File: src/rtl/pipe_stage_skid.sv
// pipe_stage_skid: valid/ready pipeline stage register with a two-entry skid buffer,
// synchronous flush and NOP bubble insertion.
//   clk        clock, all state updates on posedge
//   rst_n      synchronous active-low reset
//   in_valid   upstream offers in_data this cycle
//   in_ready   stage can accept (registered, low only when both entries are held)
//   in_data    upstream payload
//   flush      squash every held payload
//   out_valid  out_data is a live payload
//   out_ready  downstream consumes (0 = stall)
//   out_data   payload to next stage, NOP_VALUE when out_valid=0
//   occupancy  number of entries held (0..2)
module pipe_stage_skid #(
    parameter int              DATA_W    = 64,
    parameter logic [DATA_W-1:0] NOP_VALUE = {DATA_W{1'b0}}
) (
    input  logic              clk,
    input  logic              rst_n,
    input  logic              in_valid,
    output logic              in_ready,
    input  logic [DATA_W-1:0] in_data,
    input  logic              flush,
    output logic              out_valid,
    input  logic              out_ready,
    output logic [DATA_W-1:0] out_data,
    output logic [1:0]        occupancy
);
    // Encoded as {skid_valid, main_valid} so the handshake outputs are bare state bits.
    typedef enum logic [1:0] {
        EMPTY = 2'b00,
        HALF  = 2'b01,
        FULL  = 2'b11
    } state_t;

    state_t            state, state_d;
    logic [DATA_W-1:0] main_data, main_d;
    logic [DATA_W-1:0] skid_data, skid_d;
    logic [1:0]        occ_d;
    logic              accept, drain;

    assign out_valid = state[0];
    assign in_ready  = !state[1];
    assign out_data  = main_data;
    assign accept    = in_valid && in_ready;
    assign drain     = out_valid && out_ready;

    always_comb begin
        state_d = state;
        main_d  = main_data;
        skid_d  = skid_data;
        if (flush) begin
            state_d = EMPTY;
            main_d  = NOP_VALUE;
            skid_d  = NOP_VALUE;
        end else begin
            case (state)
                EMPTY: if (accept) begin
                    state_d = HALF;
                    main_d  = in_data;
                end
                HALF: begin
                    if (accept && drain) begin
                        main_d = in_data;
                    end else if (accept) begin
                        state_d = FULL;
                        skid_d  = in_data;
                    end else if (drain) begin
                        // Emptying: main falls back to the bubble value.
                        state_d = EMPTY;
                        main_d  = NOP_VALUE;
                    end
                end
                FULL: if (drain) begin
                    state_d = HALF;
                    main_d  = skid_data;
                    skid_d  = NOP_VALUE;
                end
                default: begin
                    state_d = EMPTY;
                    main_d  = NOP_VALUE;
                    skid_d  = NOP_VALUE;
                end
            endcase
        end
        occ_d = state_d == FULL ? 2'd2 : state_d == HALF ? 2'd1 : 2'd0;
    end

    always_ff @(posedge clk) begin
        if (!rst_n) begin
            state     <= EMPTY;
            main_data <= NOP_VALUE;
            skid_data <= NOP_VALUE;
            occupancy <= 2'd0;
        end else begin
            state     <= state_d;
            main_data <= main_d;
            skid_data <= skid_d;
            occupancy <= occ_d;
        end
    end
endmodule

File: config.mk
export PLATFORM = sky130hd
export DESIGN_NAME = pipe_stage_skid
export DESIGN_NICKNAME = d
export VERILOG_FILES = /design/src/rtl/pipe_stage_skid.sv
export SDC_FILE = /design/constraint.sdc
export NUM_CORES = 1
export LEC_CHECK = 0
export ABC_AREA = 1
export CAP_MARGIN = 20
export CELL_PAD_IN_SITES_DETAIL_PLACEMENT = 1
export CELL_PAD_IN_SITES_GLOBAL_PLACEMENT = 1
export CORE_MARGIN = 5
export CORE_UTILIZATION = 25
export CTS_CLUSTER_DIAMETER = 50
export DETAILED_ROUTE_END_ITERATION = 6
export PLACE_DENSITY_LB_ADDON = 0.1
export SKIP_LAST_GASP = 1
export SYNTH_ARGS = -nofsm -noshare
export SYNTH_HDL_FRONTEND = slang
export SYNTH_SLANG_ARGS = --single-unit
File: constraint.sdc
create_clock -name clk -period 3.1 [get_ports clk]
set_input_delay 0.62 -clock clk [delete_from_list [all_inputs] [get_ports clk]]
set_output_delay 0.62 -clock clk [all_outputs]
set_load 0.03 [all_outputs]
# [Yosys cells after proc, flatten, opt, wreduce, memory -nomap -nowiden]
# Index checks and enable logic that the tools add are counted.
[word_totals] in_bits=69 register_bits=132
[op_classes] mux=17 n_eq_ne=10 n_reduce_logical=9 n_bitwise=2
[op_table] cell="$mux 64" count=6
[op_table] cell="$pmux 64 s3" count=2
[op_table] cell="$mux 2" count=7
[op_table] cell="$ne 2x2->1 const B" count=4
[op_table] cell="$reduce_and 4->1" count=2
[op_table] cell="$ne 3x3->1 const B" count=2
[op_table] cell="$pmux 2 s3" count=1
[op_table] cell="$eq 2x1->1 const B" count=2
[op_table] cell="$eq 2x2->1 const B" count=2
[op_table] cell="$reduce_or 2->1" count=2
[op_table] cell="$logic_and 1x1->1" count=3
[op_table] cell="$logic_not 2->1" count=1
[op_table] cell="$not 1->1" count=2
[op_table] cell="$logic_not 1->1" count=1
[op_table] cell="$mux 1" count=1

# [Depth between registers and ports, before layout]
# Gate-level depths: netlist of run 1.
[logic_depth] word_depth=9 mapped_depth=9 ltp_nobuf=7

# [Least setup slack after synthesis of run 1]
# No wires, ideal clock.
[synth_timing] kind="input -> register" startpoint="input rst_n" endpoint="register main_data[0], in the netlist out_data[0]" setup_ps=132 arrival_time_ps=1366 path_buffers=2 t_required_ps=2968 path_stages=6 setup_slack_ps=1602 path_cell_list="inv_1 > nor2_1 > inv_1 > clkbuf_1 > clkbuf_1 > a21oi_1"
[synth_via] elab_chain_len=2
[synth_lines] item="from (decl)" line="18" source="input logic rst_n,"
[synth_lines] item="$not 1->1 (no line)"
[synth_lines] item="$reduce_or 2->1 (no line)"
[synth_lines] item="to (signal assigned)" line="96" source="main_data <= main_d;"
[synth_lines] item="to (decl)" line="36" source="logic [DATA_W-1:0] main_data, main_d;"
# Every way passes these cells.
# A chain may end at the register's enable or synchronous reset.

# [Final worst setup path of run 1]
[layout_timing] startpoint="register state[1]" endpoint="output in_ready"
[layout_via] elab_chain_len=1
[layout_lines] item="from (decl)" line="35" source="state_t state, state_d;"
[layout_lines] item="from (signal assigned)" line="95" source="state <= state_d;"
[layout_lines] item="$logic_not 1->1" line="42" source="assign in_ready = !state[1];"
[layout_lines] item="to (decl)" line="20" source="output logic in_ready,"
# Every way passes these cells.

==> key figures, run 1 <==
Yosys
  • Post-Syn Nets: roughly 1.2k
  • Yosys cell types: 24
  • Synthesized cell area: 6829 um2
  • Synth Warn #: 0
  • Syn avg cell area: about 6.3 um2
  • Post-Syn Instances: approximately 1.1k
  • Sequential share of the synthesized area: 0.3870
  • Flops & latches, synth: roughly 130

STA
  • Final Hold Fails: 0
  • Final slew viol count: 0
  • Slew @ Worst Pin: 0.9616 ns
  • Setup TNS: 0 ns
  • Fmax: ~420 MHz
  • Worst hold slack: ~0.46 ns
  • Max-slew headroom: 0.3567
  • Worst Skew: just under 0.009 ns
  • Final number of setup-violating endpoints: 0
  • RSZ-0062 raised after global routing: no
  • Fin crit period: 2.405 ns
  • Final worst-path cycle share: 0.7757

Clock tree
  • Clk sinks: between 100 and 150
  • Root buffer cell: clkbuf_16
  • Clock Latency Late Sink: roughly 0.42 ns
  • Clock transition at path regs: around 0.060 ns
  • H-tree depth: 4
  • CTS buffer count: 17
  • Post-CTS Resized: 0
  • Clk buf depth: 2
  • Post-CTS Hold Buffers: 0
  • Post-CTS setup buffers: 0
  • CTS tree: built

Routing
  • Post-route ant nets: 0
  • Vias/cell: about 4.5
  • Initial DRT Pass Iterations: 4
  • Number of DRC markers in iteration 0: 250
  • DRC Markers: 0
  • WL/cell: around 15 um
  • Vias: ~6.9k
  • Routed WL: 23.65 mm

Layout
  • Synthesis-to-layout area growth: 30.73%
  • Commonest non-fill, non-tap cell in the layout: nand2_1
  • Most frequent cells in the layout: nand2_1 (389), nor2_1 (142), clkdlybuf4s50_1 (136)
  • Post-layout util: 0.3312
  • Final #Nets: approximately 1.2k
  • Inserted Diodes: 0
  • Final non-filler cell total: approximately 1.5k
  • Layout cells sized above 1: 0.05551

Setup path
  • Slowest stage delay, CP: approximately 0.74 ns
  • Critical Path Source Type: register
  • Max FO, Critical Path: 12
  • Crit. End Element: output port
  • Critical path required time: around 2.5 ns
  • Slowest cell on crit path: clkdlybuf4s50_1
  • Setup CP Type: register to output port
  • Cell Chain, Critical Path: inv_2, clkdlybuf4s50_1
  • Worst EP arrival: approximately 1.8 ns

Global routing
  • GRT Residual Overflow: 0
  • Vias in the first global route: approximately 7k
  • First-pass GRT wire length: roughly 39 mm
  • Tot GR Track Use: 0.1557
  • Largest net degree at the start of global routing: between 70 and 80
  • Initial antenna violation count: 3

Run status
  • Status: completed

Flow run
  • Max-Cap Viols: 0

Floorplan
  • # IOs: roughly 140
  • Starting density of the core: 0.2534
  • Die area: 30720 um2
  • Core footprint: about 27000 um2
  • Num rows: 60
  • Die X: 175.3 um
  • Die Span Y: about 180 um

Power
  • VDD IR-drop max: around 0.26 mV
  • Pwr Density: roughly 530 nW/um2
  • Leak pwr: 3.979 nW

Placed design
  • Detail Placement HPWL: approximately 14 mm
  • PortBufs: between 100 and 150
  • Placed insts: approximately 1.5k
  • GP Congestion: 0.6773

Hold path
  • Type of the most critical hold path: register to register
## routing by layer
metal	GRT usage	share of wire	vias up
li1	-	-	3526
met2	0.2497	0.44	118
met4	0.03568	0.011	6
met1	0.2127	0.50	3180
met3	0.03724	0.041	25
met5	0	0.0014	-
## layout make-up
type                            count  area, um2
Fill cell                        3421      18020
Sequential cell                   132       2650
Inverter                          111      417.9
Timing Repair Buffer              153       1526
Clock buffer                       21      480.5
Multi-Input combinational cell    761       3231
Tap cell                          341      426.7
Clock inverter                     11      195.2
## power breakdown
group          total, W  switching (W)  internal [W]  leakage [nW]
logic          0.000629       0.000388      0.000242          2.58
clock network   0.00234       0.000825       0.00152         0.330
registers       0.00177      0.0000299       0.00174          1.07
total           0.00475        0.00124       0.00350          3.98
## flip-flops by register name (all words and copies together) (netlist names)
name and flops:
occupancy 2, out_data 64, skid_data 64, state 2
## synth_stat cells
cell type  instances  area (um2)
buf_2             19       95.09
nor2_1           143       536.8
inv_1            107       401.6
nor2_8             1       20.02
nand3_1           64       320.3
nand2_2            5       31.28
buf_8              2       30.03
nand2_1          389        1460
o21ai_0           50       250.2
buf_6             14       157.7
a21oi_2            1       8.760
a31oi_1           26       162.7
buf_4             24       180.2
clkbuf_8           2       27.53
nor2_4             1       11.26
clkbuf_4           2       15.01
nor2_2             1       6.260
dfxtp_1          132        2643
clkbuf_1          14       52.55
a21oi_1           65       325.3
o211ai_1           1       7.510
clkinv_2           1       5.000
o21ai_1           14       70.07
inv_2              3       11.26
## worst max-delay path: cells and delay by family, from the launching register on
family | cells | cell delay (ns)
flops | 1 | 0.36
buf+inv | 2 | 1.00
## logic make-up after synthesis
family,count (synthesis),synth area share
AO/OA/AOI/OAI,157,0.1207
buffers and inverters,188,0.1429
flip-flops,132,0.3870
AND/OR/NAND/NOR,604,0.3494
## path summary, 6_finish.rpt
kind              slack, ns                          to                 startpoint  depth (start not counted)
hold / removal         0.46   out_data[42]$_SDFFE_PP0P_  out_data[42]$_SDFFE_PP0P_                          2
setup reg to reg       0.99  skid_data[38]$_SDFFE_PP0P_        state[1]$_SDFF_PN0_                          6
setup / recovery       0.70                    in_ready        state[1]$_SDFF_PN0_                          2
hold reg to reg        0.46   out_data[42]$_SDFFE_PP0P_  out_data[42]$_SDFFE_PP0P_                          2
## per-stage QoR
step / cell area [um2] / setup slack [ns] / total power [W]
floorplan: 6829 / 1.602 / 0.002189
global placement: 8252 / 0.6364 / 0.002450
detailed placement: 8252 / 0.6186 / 0.002455
CTS: 8927 / 0.6756 / 0.004836
global route: 8927 / 0.6217 / 0.004973
finish: 8927 / 0.6954 / 0.004746
Power figures use the tool's default switching activity.
==> run 2: changes to the inputs <==
- clock period: 3.1 -> 2.4 ns (I/O delays scaled with it)
==> run 2 against run 1 <==
Via count down 0.47%. Combinational power increased by 31%. Global-route usage is 0.24 points lower. Count of clock-buffer cells in the layout decreased by 1. Critical path depth down 1. Die area unchanged. Worst hold slack improved by 0.0017 ns. Register-to-register slack lost 0.48 ns.
==> key figures, run 2 (synthesis gave the netlist of run 1 again) <==
Setup path
  • Worst EP arrival: between 1.5 and 2 ns
  • Delay-heaviest family, CP: buffers and inverters
  • Cell Chain, Critical Path: clkdlybuf4s50_1
  • Critical path buffers and inverters: 1
  • Critical path required time: around 1.9 ns
  • Crit. End Element: output port
  • Setup CP Type: register to output port
  • Slowest cell on crit path: clkdlybuf4s50_1
  • Slowest stage delay, CP: ~0.75 ns
  • Max FO, Critical Path: 22
  • Critical Path Source Type: register

Global routing
  • Tot GR Track Use: 0.1533
  • GRT Residual Overflow: 0
  • Vias in the first global route: between 6k and 7k
  • First-pass GRT wire length: about 38 mm
  • Largest net degree at the start of global routing: 52
  • Initial antenna violation count: 0

Clock tree
  • Root buffer cell: clkbuf_16
  • Clk buf depth: 2
  • Clock Latency Late Sink: approximately 0.42 ns
  • H-tree depth: 4
  • Post-CTS setup buffers: 0
  • CTS tree: built
  • Post-CTS Hold Buffers: 0
  • Post-CTS Resized: 0
  • Clk sinks: approximately 130
  • Clock transition at path regs: ~0.060 ns
  • CTS buffer count: 17

Routing
  • Routed WL: ~23 mm
  • Number of DRC markers in iteration 0: 210
  • WL met2: roughly 11 mm
  • Top layer in use: met4
  • Initial DRT Pass Iterations: 4
  • Vias: 6823
  • DRC Markers: 0
  • Met3 routed WL: between 800 and 900 um
  • Vias/cell: approximately 4.4
  • Post-route ant nets: 0
  • WL/cell: around 15 um
  • Post-Route M1 WL: ~12 mm

Layout
  • Synthesis-to-layout area growth: 31.44%
  • Final #Nets: between 1k and 1.5k
  • Most frequent cells in the layout: nand2_1 (389), nor2_1 (142), clkdlybuf4s50_1 (136)
  • Inserted Diodes: 0
  • Commonest non-fill, non-tap cell in the layout: nand2_1
  • Layout cells sized above 1: 0.06020

Floorplan
  • # IOs: roughly 140
  • Die area: between 30000 and 40000 um2
  • Num rows: 60
  • Starting density of the core: 0.2534
  • Core footprint: 26950 um2
  • Die X: approximately 180 um
  • Die Span Y: roughly 180 um

Power
  • VDD IR-drop max: between 0.3 and 0.4 mV
  • Internal: about 0.0045 W
  • Clock share of power: 0.488
  • Comb power frac: 0.135
  • Reg power frac: 0.377
  • Psw: approximately 0.0016 W
  • Pwr Total: 0.006072 W
  • Pwr Density: 676.5 nW/um2
  • Net Sw Frac: 0.2635
  • Leak pwr: between 4 and 5 nW

STA
  • Max-slew headroom: 0.6406
  • Final Hold Fails: 0
  • Fmax: 459.4 MHz
  • Worst Skew: approximately 0.0097 ns
  • Setup TNS: 0 ns
  • Final slew viol count: 0
  • RSZ-0062 raised after global routing: no
  • Slew @ Worst Pin: 0.5390 ns
  • Final number of setup-violating endpoints: 0
  • Final worst-path cycle share: 0.9070
  • Fin crit period: ~2.2 ns

Flow run
  • Max-Cap Viols: 0

Run status
  • Status: completed

Placed design
  • PortBufs: about 140
  • Detail Placement HPWL: 14.61 mm
  • GP Congestion: between 0.7 and 0.8

Hold path
  • Type of the most critical hold path: register to register
[run 2: tightest hold or removal path: stages (launching register included)]
cell     delay (ns)
dfxtp_1        0.31
nand2_1        0.06
a21oi_1        0.05
[run 2: cell type report]
cell class / instances / area, um2
well taps: 341 / 426.7
repair buffers: 160 / 1592
clock inverters: 12 / 202.7
clock buffers: 20 / 456.7
flip-flops and latches: 132 / 2650
multi-input cells: 761 / 3231
inverters: 111 / 417.9
fillers: 3417 / 17970
[run 2: per-stage QoR]
step	setup slack (ns)	hold WS (ns)	std cells	area [um2]	util
6_report	0.2231	0.4644	1537	8976	0.3331
5_1_grt	0.1644	0.4825	1537	8976	0.3331
4_1_cts	0.1973	0.4658	1537	8976	0.3331
3_5_place_dp	0.2557	0.4568	1505	8317	0.3086
3_3_place_gp	0.3277	0.4559	1505	8317	0.3086
2_1_floorplan	0.9278	0.4535	1081	6829	-
[run 2: final timing paths]
check,end,slack (ns),cells past startpoint,start
setup / recovery,out_valid,0.22,1,state[0]$_SDFF_PN0_
hold / removal,out_data[24]$_SDFFE_PP0P_,0.46,2,out_data[24]$_SDFFE_PP0P_
setup reg to reg,out_data[50]$_SDFFE_PP0P_,0.51,7,state[1]$_SDFF_PN0_
hold reg to reg,out_data[24]$_SDFFE_PP0P_,0.46,2,out_data[24]$_SDFFE_PP0P_
[run 2: power groups by stage]
stage	combinational [W]	sequential, W	clock (W)
floorplan	0.000417	0.00241	0
global placement	0.000831	0.00234	0
detailed placement	0.000839	0.00234	0
CTS	0.000843	0.00229	0.00305
global route	0.000926	0.00229	0.00312
finish	0.000821	0.00229	0.00296
[run 2: layer usage]
metal,global-route usage,up-vias
met2,0.2563,100
met4,0.03339,0
met3,0.03293,11
li1,-,3536
met5,0,-
met1,0.2040,3176
